[src/rtl/instr_cache_refill_ctlr_pkg.sv]
// Shared types and default geometry for the instruction-cache refill path.
package instr_cache_refill_ctlr_pkg;

  typedef enum logic [1:0] {
    IDLE = 2'd0,
    REQ  = 2'd1,
    FILL = 2'd2,
    DONE = 2'd3
  } refill_state_t;

  localparam int unsigned S_DEF     = 64;
  localparam int unsigned B_DEF     = 64;
  localparam int unsigned WIDTH_DEF = 32;

  localparam int unsigned WORDS_DEF = B_DEF / 4;
  localparam int unsigned OFF_W_DEF = $clog2(B_DEF);
  localparam int unsigned SET_W_DEF = $clog2(S_DEF);
  localparam int unsigned TAG_W_DEF = WIDTH_DEF - SET_W_DEF - OFF_W_DEF;
  localparam int unsigned IDX_W_DEF = $clog2(WORDS_DEF);

endpackage

[src/rtl/instr_cache_refill_ctlr_beat_reg.sv]
// Beat capture register with a wrapping word counter; one-cycle write latency per beat.
module refill_beat_reg #(
  parameter int unsigned WIDTH = 32,
  parameter int unsigned WORDS = 16
) (
  input  logic                     clk_i,
  input  logic                     reset_i,
  input  logic                     clear_i,
  input  logic                     valid_i,
  input  logic [WIDTH-1:0]         data_i,
  output logic                     we_o,
  output logic [$clog2(WORDS)-1:0] idx_o,
  output logic [WIDTH-1:0]         data_o,
  output logic                     last_o
);

  localparam int unsigned IDX_W = $clog2(WORDS);

  logic [IDX_W-1:0] cnt_q, cnt_d;
  logic [IDX_W-1:0] idx_q, idx_d;
  logic [WIDTH-1:0] data_q, data_d;
  logic             we_q, we_d;

  assign last_o = valid_i && (cnt_q == IDX_W'(WORDS - 1));

  always_comb begin
    cnt_d  = cnt_q;
    idx_d  = idx_q;
    data_d = data_q;
    we_d   = 1'b0;
    if (clear_i) begin
      cnt_d = '0;
    end else if (valid_i) begin
      we_d   = 1'b1;
      idx_d  = cnt_q;
      data_d = data_i;
      cnt_d  = last_o ? '0 : cnt_q + IDX_W'(1);
    end
  end

  always_ff @(posedge clk_i or negedge reset_i) begin
    if (!reset_i) begin
      cnt_q  <= '0;
      idx_q  <= '0;
      data_q <= '0;
      we_q   <= 1'b0;
    end else begin
      cnt_q  <= cnt_d;
      idx_q  <= idx_d;
      data_q <= data_d;
      we_q   <= we_d;
    end
  end

  assign we_o   = we_q;
  assign idx_o  = idx_q;
  assign data_o = data_q;

endmodule

[src/rtl/instr_cache_refill_ctlr.sv]
// Refill controller: latches a qualified fetch miss, issues one burst read and streams it into the line.
module instr_cache_refill_ctlr
  import instr_cache_refill_ctlr_pkg::*;
#(
  parameter int unsigned S     = S_DEF,
  parameter int unsigned B     = B_DEF,
  parameter int unsigned WIDTH = WIDTH_DEF
) (
  input  logic                                  clk_i,
  input  logic                                  reset_i,
  input  logic                                  instr_miss_f_i,
  input  logic                                  instr_cache_rep_active_i,
  input  logic [WIDTH-1:0]                      pc_f_i,
  output logic                                  mem_req_o,
  output logic [WIDTH-1:0]                      mem_addr_o,
  input  logic                                  mem_gnt_i,
  input  logic                                  mem_rvalid_i,
  input  logic [WIDTH-1:0]                      mem_rdata_i,
  output logic                                  rep_we_o,
  output logic [$clog2(B/4)-1:0]                rep_word_idx_o,
  output logic [WIDTH-1:0]                      rep_data_o,
  output logic [$clog2(S)-1:0]                  rep_set_o,
  output logic [WIDTH-$clog2(S)-$clog2(B)-1:0]  rep_tag_o,
  output logic                                  rep_done_o,
  output logic                                  refill_busy_o
);

  localparam int unsigned WORDS = B / 4;
  localparam int unsigned OFF_W = $clog2(B);
  localparam int unsigned SET_W = $clog2(S);
  localparam int unsigned TAG_W = WIDTH - SET_W - OFF_W;

  refill_state_t    state_q, state_d;
  logic [SET_W-1:0] set_q, set_d;
  logic [TAG_W-1:0] tag_q, tag_d;
  logic [WIDTH-1:0] addr_q, addr_d;
  logic             req_q, req_d;
  logic             busy_q, busy_d;
  logic             done_q, done_d;

  logic beat_valid;
  logic beat_clear;
  logic beat_last;

  // Beats only count while filling; stray rvalid in other states is dropped here.
  assign beat_valid = mem_rvalid_i && (state_q == FILL);
  assign beat_clear = (state_q == IDLE);

  refill_beat_reg #(
    .WIDTH (WIDTH),
    .WORDS (WORDS)
  ) u_beat_reg (
    .clk_i   (clk_i),
    .reset_i (reset_i),
    .clear_i (beat_clear),
    .valid_i (beat_valid),
    .data_i  (mem_rdata_i),
    .we_o    (rep_we_o),
    .idx_o   (rep_word_idx_o),
    .data_o  (rep_data_o),
    .last_o  (beat_last)
  );

  always_comb begin
    state_d = state_q;
    set_d   = set_q;
    tag_d   = tag_q;
    addr_d  = addr_q;
    unique case (state_q)
      IDLE: begin
        if (instr_miss_f_i && instr_cache_rep_active_i) begin
          state_d = REQ;
          set_d   = pc_f_i[OFF_W +: SET_W];
          tag_d   = pc_f_i[WIDTH-1 -: TAG_W];
          addr_d  = pc_f_i & ~WIDTH'(B - 1);
        end
      end
      REQ:     if (mem_gnt_i) state_d = FILL;
      FILL:    if (beat_last) state_d = DONE;
      DONE:    state_d = IDLE;
      default: state_d = IDLE;
    endcase
    // Outputs are registered from the next state so they line up with it.
    req_d  = (state_d == REQ);
    busy_d = (state_d != IDLE);
    done_d = (state_d == DONE);
  end

  always_ff @(posedge clk_i or negedge reset_i) begin
    if (!reset_i) begin
      state_q <= IDLE;
      set_q   <= '0;
      tag_q   <= '0;
      addr_q  <= '0;
      req_q   <= 1'b0;
      busy_q  <= 1'b0;
      done_q  <= 1'b0;
    end else begin
      state_q <= state_d;
      set_q   <= set_d;
      tag_q   <= tag_d;
      addr_q  <= addr_d;
      req_q   <= req_d;
      busy_q  <= busy_d;
      done_q  <= done_d;
    end
  end

  assign mem_req_o     = req_q;
  assign mem_addr_o    = addr_q;
  assign rep_set_o     = set_q;
  assign rep_tag_o     = tag_q;
  assign rep_done_o    = done_q;
  assign refill_busy_o = busy_q;

endmodule

[config.mk]
export PLATFORM = sky130hd
export DESIGN_NAME = instr_cache_refill_ctlr
export DESIGN_NICKNAME = d
export VERILOG_FILES = /design/src/rtl/instr_cache_refill_ctlr_pkg.sv /design/src/rtl/instr_cache_refill_ctlr_beat_reg.sv /design/src/rtl/instr_cache_refill_ctlr.sv
export SDC_FILE = /design/constraint.sdc
export NUM_CORES = 1
export LEC_CHECK = 0
export CAP_MARGIN = 15
export CORE_ASPECT_RATIO = 1.1
export CORE_MARGIN = 10
export CORE_UTILIZATION = 40
export CTS_CLUSTER_DIAMETER = 200
export DETAILED_ROUTE_END_ITERATION = 7
export GPL_ROUTABILITY_DRIVEN = 0
export GPL_TIMING_DRIVEN = 1
export PLACE_DENSITY = 0.93
export SETUP_SLACK_MARGIN = 0.2
export SLEW_MARGIN = 20
export SYNTH_ARGS = -nofsm -noshare
export SYNTH_HDL_FRONTEND = slang
export SYNTH_SLANG_ARGS = --single-unit
[constraint.sdc]
create_clock -name clk_i -period 3.2 [get_ports clk_i]
set_input_delay 0.48 -clock clk_i [delete_from_list [all_inputs] [get_ports clk_i]]
set_output_delay 0.48 -clock clk_i [all_outputs]
set_load 0.01 [all_outputs]
==> results of run 1 <==
==> stage by stage <==
stage | setup slack, ns | utilization | instances | hold WS (ns)
finish | 1.32 | 0.621 | 503 | 0.278
global route | 1.21 | 0.621 | 503 | 0.335
CTS | 1.31 | 0.621 | 503 | 0.298
detailed placement | 1.03 | 0.594 | 488 | 0.464
global placement | 1.09 | 0.594 | 488 | 0.457
floorplan | 1.66 | - | 287 | 0.184
==> worst register-to-register path, cell delays in order, from the launching register on <==
cell and delay, ns:
dfrtp_1 0.43, or2_1 0.42, nor2_8 0.51, mux2_2 0.41
==> logic make-up (layout without fill, tap and decap cells) <==
logic type,Yosys count,count (layout),share of synthesized area
and+or+nand+nor,126,126,0.166
DFF,72,72,0.592
buffers and inverters,46,175,0.110
muxes,27,27,0.108
AOI/OAI and AO/OA,9,9,0.0185
adders and majority gates,1,1,0.00411
other,1,6,0.00123
==> cells in the final DEF (no fill, tap or decap), types with 2 or more instances in the layout <==
| cell type | netlist | final |
|---|---|---|
| dfrtp_1 | 72 | 72 |
| mux2_2 | 19 | 19 |
| nor2_1 | 2 | 2 |
| bufinv_16 | 0 | 2 |
| buf_4 | 33 | 4 |
| nand3b_1 | 2 | 2 |
| clkdlybuf4s50_1 | 0 | 154 |
| clkbuf_1 | 6 | 2 |
| clkinv_2 | 0 | 2 |
| nand3_1 | 4 | 4 |
| mux2_4 | 7 | 7 |
| o21ai_0 | 3 | 3 |
| conb_1 | 1 | 6 |
| clkbuf_8 | 0 | 9 |
| a21o_1 | 3 | 3 |
| inv_1 | 2 | 2 |
| nand2_1 | 115 | 115 |
==> final cells by class <==
type	count	area, um^2
clock buffers	11	131
well taps	87	109
clock inverters	4	70.1
fillers	576	2810
repair buffers	158	1570
multi-input cells	169	927
flip-flops and latches	72	1800
inverters	2	7.51
==> layer usage <==
metal	vias up	track usage	share of wire
met1	1080	0.151	0.37
met2	117	0.241	0.49
met5	-	0	0
met4	0	0.0529	0.0073
met3	7	0.0686	0.13
li1	1107	-	-
==> worst max path at each step <==
stage | slack [ns] | cells after the start | endpoint | start
floorplan | 1.66 | 6 | mem_addr_o[11] | state_q[0]
global placement | 1.09 | 4 | rep_tag_o[3] | instr_miss_f_i
detailed placement | 1.03 | 6 | u_beat_reg.data_o[28] | mem_rvalid_i
CTS | 1.31 | 3 | rep_tag_o[2] | state_q[0]
global route | 1.21 | 3 | rep_tag_o[3] | state_q[0]
finish | 1.32 | 3 | rep_tag_o[2] | state_q[0]
==> flip-flops by register name, indices dropped and copies added, names as in the netlist, 2 cells and up <==
name	cells
rep_tag_o	20
u_beat_reg.idx_o	4
state_q	2
rep_set_o	5
u_beat_reg.data_o	32
u_beat_reg.cnt_q	4
==> power by group <==
group | internal [mW] | leakage [nW] | switching, mW
registers | 1.32 | 0.892 | 0.262
clock network | 0.433 | 0.103 | 0.317
logic | 1.28 | 1.16 | 0.886
total | 3.03 | 2.15 | 1.47
==> reports/results.ini, run 1 <==
[status]
status=complete, no violations

[routing]
viasPerCell=4.59
drt_drc_violations_left=0
dr_total_vias=2311
ant_nets=0
wl_per_cell_um=16.5
drt-total-wl_um=8320
drt_iter0_markers=84
dr.pass1.iters=4

[die]
die-area_mm2=0.0115
die_w_um=103
ios=168
start_util=0.410
die_y_um=111
core_area_mm2=0.00743
rows=33

[critical_path]
crit_slowest_cell=nor2_8
cpLargestDelayFamily=simple AND/OR/NAND/NOR gates
critPathCaptureType=register
worstSetupPathType=reg2reg
worstPathMaxFanout=29
path_cells=or2_1, nor2_8, mux2_2
r2r-end=rep_tag_o[2]
reg2reg_from=state_q[0]
worstPathArrival_ns=2.09
r2r_setup_slack_ns=1.32
critical-path-max-stage-delay_ns=0.51
reg2reg_depth=3
start_kind=register
worst-path-buf-inv=0
worst-endpoint-required_ns=3.41

[hold_path]
hold_class=in2async

[yosys]
yosysTopAreaCellShare=0.592
synth_area_leader_cell=dfrtp_1
ys_types=25
synth_flop_cell=dfrtp_1
syn_area_mm2=0.00304
synth_edf_count=0
synth_cells=282
synth_common_cells=nand2_1, dfrtp_1, buf_4, mux2_2, mux2_4
synth_warnings=0
ys_top_cells_by_area=dfrtp_1, nand2_1, buf_4
synth-seq-cells=72
synth_seq_area_share=0.592
yosysMostFrequentCell=nand2_1
async_flop_share=1.00
syn_avg_cell_area_um2=10.8

[timing]
finClkSkew_ns=0.0106
final_hold_viol_count=0
rsz0062_at_grt=no
layout_min_cycle_time_ns=1.88
slew_headroom=0.394
setup-violations-final=0
finalSetupTns_ns=0
timing.fmax_mhz=533
tightest_slew_ns=0.910
fin_crit_sh=0.587
slew_viol_final=0

[power]
ir_drop_v=0.000438
pwr_density_cell_mw_per_mm2=973
power_leakage_nw=2.15
p_total_mw=4.49

[layout]
area.growth.synth_to_final_pct=51.7
layout-drive-gt1-share=0.106
num_antenna_cells=0
nNetsFinal=483
stdcell_area_mm2=0.00462

[clocking]
ctsResizeCount=0
cts_tree=yes
cts_hold_buf=0
numCtsBuffers=9
clk_pin_slew_worst_paths_ns=0.07
clk_latency_ns=0.34
clock_path_buffers=2
clock_sinks=72
ctsHtreeMaxLevel=3
cts-root-buf=clkbuf_8
postCtsSetupBuffers=0

[placed_design]
hpwl_um=6380
dpl_cell_area_mm2=0.00442
io_buffers=155

[global_routing]
grt_max_degree=73
grt-ovfl-total=0
grt_pass1_wl_um=13000
grt_pass1_vias=2514
antenna_found_initial=0
grt_util_all_layers=0.144

[job]
cap_violations=0

Power figures use the tool's default switching activity.
==> run 2, diff against run 1 <==
Settings changed: CORE_UTILIZATION 40 to 39, PLACE_DENSITY 0.93 to 0.91.
Clock period 3.2 ns to 1.8 ns, I/O delays scaled along.
==> run 2 against run 1 <==
Via count rose by 1.6%; highest routed layer unchanged; final area rose by 3.1%; setup slack got worse by 1.1 ns; maximum frequency rose by 22%; combinational power rose by 80%; register-to-register slack got worse by 1.1 ns.
==> reports/results.ini, run 2 (same netlist as run 1, synthesis figures left out) <==
[clocking]
clk_pin_slew_worst_paths_ns=0.08
cts-root-buf=clkbuf_8
clk_latency_ns=0.33
clock_sinks=72
clock_path_buffers=2
postCtsSetupBuffers=0
ctsHtreeMaxLevel=3
numCtsBuffers=9
cts_tree=yes

[hold_path]
hold_class=in2async

[timing]
layout_min_cycle_time_ns=1.54
tightest_slew_ns=0.541
setup-violations-final=0
final.setup.worst_slack_ns=0.256
timing.fmax_mhz=647
hold_slack_ns=0.458
slew_headroom=0.639
rsz0062_at_grt=yes
final_hold_viol_count=0
slew_viol_final=0
finClkSkew_ns=0.00903
fin_crit_sh=0.858
finalSetupTns_ns=0

[global_routing]
grt_max_degree=42
grt_pass1_vias=2527
grt_pass1_wl_um=13300
grt_util_all_layers=0.140
antenna_found_initial=0
grt-ovfl-total=0

[critical_path]
reg2reg_from=state_q[0]
worstPathMaxFanout=8
r2r-end=rep_tag_o[18]
worst-endpoint-required_ns=2.02
start_kind=register
worstSetupPathType=reg2reg
reg2reg_depth=4
critPathCaptureType=register
r2r_setup_slack_ns=0.26
worstPathArrival_ns=1.77

[power]
power_leakage_nw=2.31
pwr_density_cell_mw_per_mm2=1650
p_total_mw=7.85
ir_drop_v=0.000689

[routing]
drt_drc_violations_left=0
viasPerCell=4.46
ant_nets=0
drt_iter0_markers=93
dr.pass1.iters=4
drt-total-wl_um=8320
dr_total_vias=2349
wl_per_cell_um=15.8

[die]
rows=33
die_y_um=113
ios=168
die_w_um=104
start_util=0.405
die-area_mm2=0.0117
core_area_mm2=0.00751

[layout]
largest_register_ffs=32
num_antenna_cells=0
stdcell_area_mm2=0.00476
final_cell_mix=clkdlybuf4s50_1, nand2_1, dfrtp_1
final_util=0.633
finalNonFillerCells=527
layout_commonest_cell=clkdlybuf4s50_1
area.growth.synth_to_final_pct=56.4
layout-drive-gt1-share=0.126
nNetsFinal=489

[job]
cap_violations=0

[placed_design]
hpwl_um=6400
dpl_cell_area_mm2=0.00451
dp.cells=510
dp_slack_ns=0.0617
io_buffers=155

[status]
status=complete, no violations

-- run 2: cell count changes in the layout (fill, tap and decap cells not counted), sizes merged --
cell	delta
clkdlybuf4s50	-13
dlygate4sd2	+1
dlygate4sd3	+1
bufinv	-2
clkinvlp	+4
clkbuf	+1
buf	+4
clkinv	-2
dlymetal6s2s	+12
-- run 2: worst max-delay path by stage --
stage               cells past startpoint                      from  slack [ns]             end
floorplan                               6                state_q[0]        0.26  mem_addr_o[11]
global placement                        5  instr_cache_rep_active_i        0.10    rep_tag_o[8]
detailed placement                      5  instr_cache_rep_active_i        0.06    rep_tag_o[8]
CTS                                     1             rep_tag_o[17]        0.21  mem_addr_o[29]
global route                            4                state_q[0]        0.18    rep_tag_o[7]
finish                                  4                state_q[0]        0.26   rep_tag_o[18]
-- run 2: critical path: stages (launching register included) --
cell,delay (ns)
dfrtp_2,0.44
or2_4,0.29
nor2_8,0.19
clkbuf_16,0.19
mux2_2,0.32
-- run 2: power by group --
group / internal (mW) / leakage [nW] / switching [mW]
logic: 2.32 / 1.34 / 1.57
registers: 2.34 / 0.891 / 0.468
clock network: 0.567 / 0.0797 / 0.583
-- run 2: repair_timing --
action,CTS,global route
hold endpoints to repair,40,0
setup endpoints to repair,2,32
gates resized for setup,2,14
hold buffers,1,0
gates cloned,0,1
-- run 2: layer usage --
layer | global-route usage | part of all wire
met3 | 0.0778 | 0.11
met1 | 0.154 | 0.41
met5 | 0 | 0
met2 | 0.230 | 0.48
met4 | 0.0334 | 0.0074
-- run 2: final cells by class --
class                           count  area [um^2]
Tap cell                          105          131
Multi-Input combinational cell    169          930
Inverter                            2         7.51
Sequential cell                    72         1800
Timing Repair Buffer              164         1710
Clock inverter                      4         30.0
Fill cell                         628         2760
Clock buffer                       11          151
==> run 3, diff against run 2 <==
Settings changed: CELL_PAD_IN_SITES_DETAIL_PLACEMENT set to 0, CELL_PAD_IN_SITES_GLOBAL_PLACEMENT set to 1, CORE_ASPECT_RATIO 1.1 to 1.75, CORE_UTILIZATION 39 to 28, PLACE_DENSITY 0.91 to 0.9.
==> run 3 against run 2 <==
Critical path depth is 3 lower; combinational power is 1% higher; first-iteration DRC count decreased by 40%; final cell count grew 5.3%; register-to-register slack better by 0.03 ns; hold slack better by 0.010 ns; sequential power is essentially flat; clock power rose by 46%; flip-flop and latch count did not move; final area grew 1.9%; largest cell class unchanged; highest routed layer unchanged.
==> reports/results.ini, run 3 (same netlist as run 1, synthesis figures left out) <==
[critical_path]
reg2reg_depth=4
critPathCaptureType=output port
crit_start=mem_addr_o[11]
worst-endpoint-required_ns=1.53
critical-path-max-stage-delay_ns=0.57
endpoint=mem_addr_o[11]
cpLargestDelayFamily=buffers and inverters
cp_num_cells=1
start_kind=register
r2r_setup_slack_ns=0.29
reg2reg_from=state_q[1]
worstSetupPathType=reg2out
worst-path-buf-inv=1
crit_slowest_cell=clkdlybuf4s50_1
path_cells=clkdlybuf4s50_1
worstPathArrival_ns=1.27
worstPathMaxFanout=3
r2r-end=rep_tag_o[18]

[die]
start_util=0.285
core_area_mm2=0.0107
ios=168
die-area_mm2=0.0156
rows=50
die_y_um=158
die_w_um=98.8

[layout]
area.growth.synth_to_final_pct=59.3
layout_commonest_cell=clkdlybuf4s50_1
final_cell_mix=clkdlybuf4s50_1, nand2_1, dfrtp_1
num_antenna_cells=0
layout-drive-gt1-share=0.127
largest_register_ffs=32
nNetsFinal=491

[timing]
tightest_slew_ns=0.519
finalSetupTns_ns=0
slew_viol_final=0
final_hold_viol_count=0
layout_min_cycle_time_ns=1.54
finClkSkew_ns=0.00372
slew_headroom=0.654
rsz0062_at_grt=no
timing.fmax_mhz=648
fin_crit_sh=0.857
setup-violations-final=0

[clocking]
numCtsBuffers=9
clock_sinks=72
cts-root-buf=clkbuf_16
cts_tree=yes
ctsHtreeMaxLevel=3
clk_latency_ns=0.32
clk_pin_slew_worst_paths_ns=0.06
clock_path_buffers=2

[hold_path]
hold_class=in2async

[power]
p_total_mw=8.43
pwr-share-seq=0.334
power_leakage_nw=2.24
p_clk_frac=0.199
switching_power_mw=2.68
internal_power_mw=5.74
switching_share=0.319
ir_drop_v=0.000763
p_comb_frac=0.467
pwr_density_cell_mw_per_mm2=1740

[status]
status=complete, no violations

[placed_design]
hpwl_um=6850
io_buffers=155

[routing]
wl_per_cell_um=15.9
dr.pass1.iters=4
drt_drc_violations_left=0
drt_iter0_markers=56
ant_nets=0
viasPerCell=4.27
drt-total-wl_um=8800
dr_total_vias=2369

[job]
cap_violations=0

[global_routing]
grt_max_degree=41
grt_util_all_layers=0.113
grt_pass1_wl_um=14000
antenna_found_initial=0
grt_pass1_vias=2597
grt-ovfl-total=0

==> run 3: cell types whose count changed in the layout (fill, tap and decap cells not counted), moves of 3 or more <==
cell / delta
clkdlybuf4s50_1: +13
dlymetal6s2s_1: -12
clkbuf_16: +8
clkbuf_8: -8
buf_4: +4
clkinvlp_4: -4
clkinv_2: +3
==> run 3: power by group through the flow <==
stage / logic [mW] / clock network (mW) / registers [mW]
CTS: 4.00 / 1.75 / 2.83
global route: 4.26 / 1.81 / 2.93
global placement: 3.90 / 0 / 2.80
floorplan: 1.60 / 0 / 3.12
detailed placement: 3.97 / 0 / 2.85
finish: 3.94 / 1.68 / 2.81
==> run 3: how the worst min path moves through the flow <==
stage,depth (start not counted),startpoint,slack [ns],endpoint
finish,2,reset_i,0.47,rep_set_o[1]
global route,3,mem_rdata_i[25],0.47,u_beat_reg.data_o[25]
CTS,3,mem_rdata_i[25],0.46,u_beat_reg.data_o[25]
detailed placement,1,reset_i,0.29,rep_tag_o[19]
global placement,1,reset_i,0.28,rep_tag_o[19]
floorplan,0,reset_i,-0.03,mem_addr_o[11]
==> run 3: layout make-up <==
cell class                      instances  area, um^2
Fill cell                             989        5850
Sequential cell                        72        1800
Clock inverter                          3        15.0
Clock buffer                           13         270
Multi-Input combinational cell        169         930
Tap cell                              130         163
Inverter                                2        7.51
Timing Repair Buffer                  166        1660
==> run 3: repair_timing <==
item,4_1_cts,5_1_grt
endpoints found under the hold margin,36,0
pin swaps,0,1
hold buffers,1,0
setup endpoints to repair,26,8
setup buffers,0,2
resized for setup,1,1
==> run 3: routing by layer <==
| layer | track usage | share of wire | wire (um) | vias up |
|---|---|---|---|---|
| li1 | - | - | - | 1126 |
| met1 | 0.111 | 0.36 | 3140 | 1138 |
| met2 | 0.200 | 0.54 | 4750 | 98 |
| met3 | 0.0519 | 0.091 | 804 | 7 |
| met4 | 0.0452 | 0.012 | 109 | 0 |
| met5 | 0 | 0 | 0 | - |
==> run 3: per-stage QoR <==
step	hold WS [ns]	instance area (um^2)	utilization	worst slack, ns	instances
6_report	0.468	4850	0.453	0.257	555
3_3_place_gp	0.281	4530	0.424	0.154	536
5_1_grt	0.469	4850	0.453	0.200	555
4_1_cts	0.457	4830	0.452	0.226	553
3_5_place_dp	0.288	4530	0.424	0.109	536
2_1_floorplan	-0.0256	3060	-	0.257	287
